===== config.mk =====
export PLATFORM = sky130hd
export DESIGN_NAME = seq_hazard_forwarding_unit
export DESIGN_NICKNAME = d
export VERILOG_FILES = /design/src/rtl/seq_hazard_forwarding_unit_pkg.sv /design/src/rtl/comb_forward_select.sv /design/src/rtl/seq_hazard_forwarding_unit.sv
export SDC_FILE = /design/constraint.sdc
export NUM_CORES = 1
export LEC_CHECK = 0
export ABC_AREA = 1
export CELL_PAD_IN_SITES_DETAIL_PLACEMENT = 1
export CELL_PAD_IN_SITES_GLOBAL_PLACEMENT = 1
export CORE_MARGIN = 2
export CORE_UTILIZATION = 25
export CTS_CLUSTER_DIAMETER = 60
export DETAILED_ROUTE_END_ITERATION = 8
export HOLD_SLACK_MARGIN = 0.08
export PLACE_DENSITY_LB_ADDON = 0.15
export REMOVE_ABC_BUFFERS = 1
export SLEW_MARGIN = 20
export SYNTH_ARGS = -nofsm -noshare
export SYNTH_HDL_FRONTEND = slang
export SYNTH_SLANG_ARGS = --single-unit

===== constraint.sdc =====
create_clock -name i_clk -period 1.05 [get_ports i_clk]
set_input_delay 0.21 -clock i_clk [delete_from_list [all_inputs] [get_ports i_clk]]
set_output_delay 0.21 -clock i_clk [all_outputs]
set_load 0.01 [all_outputs]

===== src/rtl/seq_hazard_forwarding_unit_pkg.sv =====
// Shared constants for the hazard/forwarding unit: regfile select code and
// the bit layout of one tag-pipeline entry {addr, is_load, valid}.
package seq_hazard_forwarding_unit_pkg;

  localparam int FWD_SEL_REGFILE = 0;

  localparam int TAG_VALID_BIT = 0;
  localparam int TAG_LOAD_BIT  = 1;
  localparam int TAG_ADDR_LSB  = 2;

  function automatic int tagWidth(input int addrWidth);
    return addrWidth + TAG_ADDR_LSB;
  endfunction

endpackage


===== src/rtl/comb_forward_select.sv =====
// Priority match of one source operand against every tracked tag entry;
// the youngest (lowest-numbered) matching stage wins.
module comb_forward_select
  import seq_hazard_forwarding_unit_pkg::*;
#(
  parameter int REG_ADDR_WIDTH = 3,
  parameter int FWD_DEPTH      = 2,
  parameter int SEL_W          = 2
) (
  input  logic                                            src_valid_i,
  input  logic [REG_ADDR_WIDTH-1:0]                       src_addr_i,
  input  logic [FWD_DEPTH*tagWidth(REG_ADDR_WIDTH)-1:0]   entries_i,
  output logic [SEL_W-1:0]                                sel_o,
  output logic                                            load_hazard_o
);

  localparam int TAG_W = tagWidth(REG_ADDR_WIDTH);

  logic [SEL_W-1:0] winner;
  logic             winnerIsLoad;

  // Scan oldest to youngest so the last hit written is the youngest entry.
  always_comb begin
    winner       = SEL_W'(FWD_SEL_REGFILE);
    winnerIsLoad = 1'b0;
    for (int k = FWD_DEPTH; k >= 1; k--) begin
      if (src_valid_i && entries_i[(k-1)*TAG_W + TAG_VALID_BIT] &&
          (entries_i[(k-1)*TAG_W + TAG_ADDR_LSB +: REG_ADDR_WIDTH] == src_addr_i)) begin
        winner       = SEL_W'(k);
        winnerIsLoad = entries_i[(k-1)*TAG_W + TAG_LOAD_BIT];
      end
    end
  end

  // A load result only exists in the last tracked stage; earlier means wait.
  always_comb begin
    load_hazard_o = winnerIsLoad && (winner != SEL_W'(FWD_DEPTH));
    sel_o         = load_hazard_o ? SEL_W'(FWD_SEL_REGFILE) : winner;
  end

endmodule


===== src/rtl/seq_hazard_forwarding_unit.sv =====
// Operand forwarding / load-use stall unit tracking FWD_DEPTH stages past READ.
// Optional statistics counters are enabled with the macro HAZARD_STATS_EN.
module seq_hazard_forwarding_unit
  import seq_hazard_forwarding_unit_pkg::*;
#(
  parameter  int REG_ADDR_WIDTH = 3,
  parameter  int NUM_OPERANDS   = 2,
  parameter  int FWD_DEPTH      = 2,
  localparam int SEL_W          = $clog2(FWD_DEPTH + 1)
) (
  input  logic                                   i_clk,
  input  logic                                   i_rst,
  input  logic                                   i_advance,
  input  logic                                   i_flush,
  input  logic [NUM_OPERANDS-1:0]                i_src_valid,
  input  logic [NUM_OPERANDS*REG_ADDR_WIDTH-1:0] i_src_addr,
  input  logic                                   i_dst_valid,
  input  logic [REG_ADDR_WIDTH-1:0]              i_dst_addr,
  input  logic                                   i_dst_is_load,
  output logic [NUM_OPERANDS*SEL_W-1:0]          o_fwd_sel,
  output logic                                   o_stall
`ifdef HAZARD_STATS_EN
  ,
  output logic [15:0]                            o_stall_cycles,
  output logic [15:0]                            o_fwd_events
`endif
);

  localparam int TAG_W = tagWidth(REG_ADDR_WIDTH);

  logic [FWD_DEPTH-1:0][TAG_W-1:0] tagPipe_q, tagPipe_d;
  logic [FWD_DEPTH*TAG_W-1:0]      tagFlat;
  logic [NUM_OPERANDS-1:0]         loadHazard;

  assign tagFlat = tagPipe_q;

  for (genvar j = 0; j < NUM_OPERANDS; j++) begin : g_operand
    comb_forward_select #(
      .REG_ADDR_WIDTH(REG_ADDR_WIDTH),
      .FWD_DEPTH     (FWD_DEPTH),
      .SEL_W         (SEL_W)
    ) u_select (
      .src_valid_i  (i_src_valid[j]),
      .src_addr_i   (i_src_addr[j*REG_ADDR_WIDTH +: REG_ADDR_WIDTH]),
      .entries_i    (tagFlat),
      .sel_o        (o_fwd_sel[j*SEL_W +: SEL_W]),
      .load_hazard_o(loadHazard[j])
    );
  end

  assign o_stall = (|loadHazard) && !i_flush;

  // A stalled advance lets older entries drain while a bubble enters stage 1.
  always_comb begin
    tagPipe_d = tagPipe_q;
    if (i_flush) begin
      for (int k = 0; k < FWD_DEPTH; k++) begin
        tagPipe_d[k][TAG_VALID_BIT] = 1'b0;
      end
    end else if (i_advance) begin
      for (int k = FWD_DEPTH - 1; k >= 1; k--) begin
        tagPipe_d[k] = tagPipe_q[k-1];
      end
      tagPipe_d[0] = '0;
      if (!o_stall) begin
        tagPipe_d[0][TAG_VALID_BIT]                       = i_dst_valid;
        tagPipe_d[0][TAG_LOAD_BIT]                        = i_dst_is_load;
        tagPipe_d[0][TAG_ADDR_LSB +: REG_ADDR_WIDTH]      = i_dst_addr;
      end
    end
  end

  always_ff @(posedge i_clk) begin
    if (i_rst) begin
      tagPipe_q <= '0;
    end else begin
      tagPipe_q <= tagPipe_d;
    end
  end

`ifdef HAZARD_STATS_EN
  logic [15:0] stallCycles_q, fwdEvents_q;

  // Saturating event counters; only reset clears them.
  always_ff @(posedge i_clk) begin
    if (i_rst) begin
      stallCycles_q <= '0;
      fwdEvents_q   <= '0;
    end else begin
      if (o_stall && (stallCycles_q != 16'hFFFF)) begin
        stallCycles_q <= stallCycles_q + 16'd1;
      end
      if (i_advance && !o_stall && (|o_fwd_sel) && (fwdEvents_q != 16'hFFFF)) begin
        fwdEvents_q <= fwdEvents_q + 16'd1;
      end
    end
  end

  assign o_stall_cycles = stallCycles_q;
  assign o_fwd_events   = fwdEvents_q;
`endif

endmodule

==> results <==
-- final timing paths --
path	start	endpoint	slack, ns
max reg2reg	tagFlat[4]	tagFlat[0]	-0.42
min reg2reg	tagFlat[2]	tagFlat[2]	0.48
max	tagFlat[4]	o_stall	-0.53
min	i_advance	tagFlat[0]	0.29
-- report_power, final --
group / switching, mW / leakage [nW] / total (mW) / internal (mW)
logic: 0.109 / 0.456 / 0.240 / 0.131
registers: 0.0218 / 0.0772 / 0.380 / 0.358
clock network: 0.133 / 0.0150 / 0.280 / 0.147
-- cell families after synthesis --
logic type,Yosys count,synth area share
AND/OR/NAND/NOR,46,0.345
flip-flops,9,0.309
AO/OA/AOI/OAI,19,0.176
buffers and inverters,16,0.109
XOR/XNOR,4,0.0601
-- worst max-delay path: stages (launching register included) --
cell,delay [ns]
dfxtp_4,0.39
inv_2,0.04
nand2_1,0.05
nand2_1,0.06
nor2_2,0.15
nand2_2,0.09
nand2_2,0.08
nand3_2,0.06
inv_1,0.06
buf_2,0.12
-- area by class of cell --
| cell class | count | area (µm²) | area share |
|---|---|---|---|
| repair buffers | 43 | 364 | 0.333 |
| inverters | 15 | 58.8 | 0.0538 |
| multi-input cells | 69 | 415 | 0.380 |
| clock buffers | 4 | 26.3 | 0.0240 |
| flip-flops and latches | 9 | 194 | 0.177 |
| well taps | 28 | 35.0 | 0.0320 |
-- layer usage --
layer,GRT usage,up-vias,share of wire
li1,-,389,-
met1,0.178,359,0.42
met2,0.298,17,0.52
met3,0.0343,5,0.040
met4,0.115,0,0.027
met5,0,-,0
-- Yosys cell counts --
cell type	n
inv_1	13
nand3_1	4
nor2_1	9
nand3_2	1
o2111ai_1	2
inv_2	2
nand2_2	4
nand2_1	25
dfxtp_1	9
a21oi_1	12
buf_4	1
o21ai_0	5
xnor2_1	4
nor2_2	3
-- stage by stage --
stage / cells / instance area (µm²)
after floorplan: 93 / 576
after global placement: 155 / 918
after detailed placement: 155 / 918
after CTS: 167 / 1020
after global routing: 168 / 1090
final: 168 / 1090
-- repair_timing --
item                       CTS  global route
setup endpoints to repair   12            13
gates cloned                 1             0
resized for setup           50            23
pin swaps                    9            14
setup buffers                9             3
==> results.json <==
{
  "status": "finished with violations",
  "violations": "setup timing",
  "routed_wl_um": 2070,
  "grt_pass1_vias": 781,
  "synth_top_area_frac": 0.309,
  "synthTopCellsByArea": "dfxtp_1 (31%), nand2_1 (16%), a21oi_1 (10%)",
  "post-dp-hpwl_um": 1470,
  "crit_path_start_kind": "flip-flop",
  "timing.hold.ws_ns": 0.286,
  "clk_pin_slew_worst_paths_ns": 0.06,
  "period_share": 1.51,
  "dr.pass1.iters": 2,
  "clock-sinks": 9,
  "cp.arrival_ns": 1.37,
  "track_usage": 0.169,
  "final-hold-violation-count": 0,
  "layout_common_cells": "nand2_1 (17), buf_4 (17), nand2_2 (10), inv_1 (10), dlygate4sd2_1 (8)",
  "cts_hold_buf": 0,
  "ys_seq_area_frac": 0.309,
  "max-cap-violations": 0,
  "p_leak_nw": 0.548,
  "setup_viol": 10,
  "wl_per_cell_um": 12.3,
  "avgSynthCellArea_um2": 6.20,
  "yosys.area.top_type": "dfxtp_1",
  "dp_worst_setup_slack_ns": -1.00,
  "slew_viol_final": 0,
  "postSynthCellCount": 94,
  "synth_warnings": 0,
  "finalCriticalPeriod_ns": 1.58,
  "worst_pin_slew_ns": 0.227,
  "min_path_type": "in2reg",
  "ys_ff_latch": 9,
  "final_util": 0.494,
  "io_buffers": 21,
  "antenna_found_initial": 0,
  "end_kind": "output port",
  "vdd_drop_max_uv": 446,
  "overflow": 0,
  "largest_reg_flops": 9,
  "tritoncts": "built",
  "layout_setup_ws_ns": -0.532,
  "fp.dieW_um": 52.3,
  "core_area_mm2": 0.00221,
  "num_rows": 17,
  "nets": 158,
  "num_vias": 770,
  "clk_path_buf_depth": 2,
  "io-pin-count": 22,
  "relSlewSlack": 0.848,
  "drc": 0,
  "avgViaCountPerCell": 4.58,
  "fin_worst_skew_ns": 0.00139,
  "start_util": 0.264,
  "power_uw": 899,
  "num-fill-cells": 290,
  "die_h_um": 52.3,
  "fmax_mhz": 632,
  "tns_ns": -3.40,
  "globalplace.congestion": 0.690,
  "grt_max_degree": 7,
  "grt_pass1_wl_um": 3180,
  "worstPathRequired_ns": 0.84,
  "hold_depth": 3,
  "final_antenna_net_count": 0,
  "critPathMaxFanout": 5,
  "rsz0062_at_grt": "true",
  "drive_above_1_share": 0.479,
  "reg2reg_depth": 12,
  "die_area_mm2": 0.00273,
  "syn-cell-area_um2": 583,
  "power_density_mw_per_mm2": 822,
  "synthDistinctLibCells": 14,
  "htree_levels": 1,
  "insertion_delay_ns": 0.26,
  "crit_type": "reg2out",
  "drt_iter0_markers": 1,
  "area_delta_synth_final_pct": 87.6,
  "antennaDiodeCount": 0,
  "root_buffer": "clkbuf_4",
  "cts_made_buffers": 3
}
(Power assumes the default switching activity.)
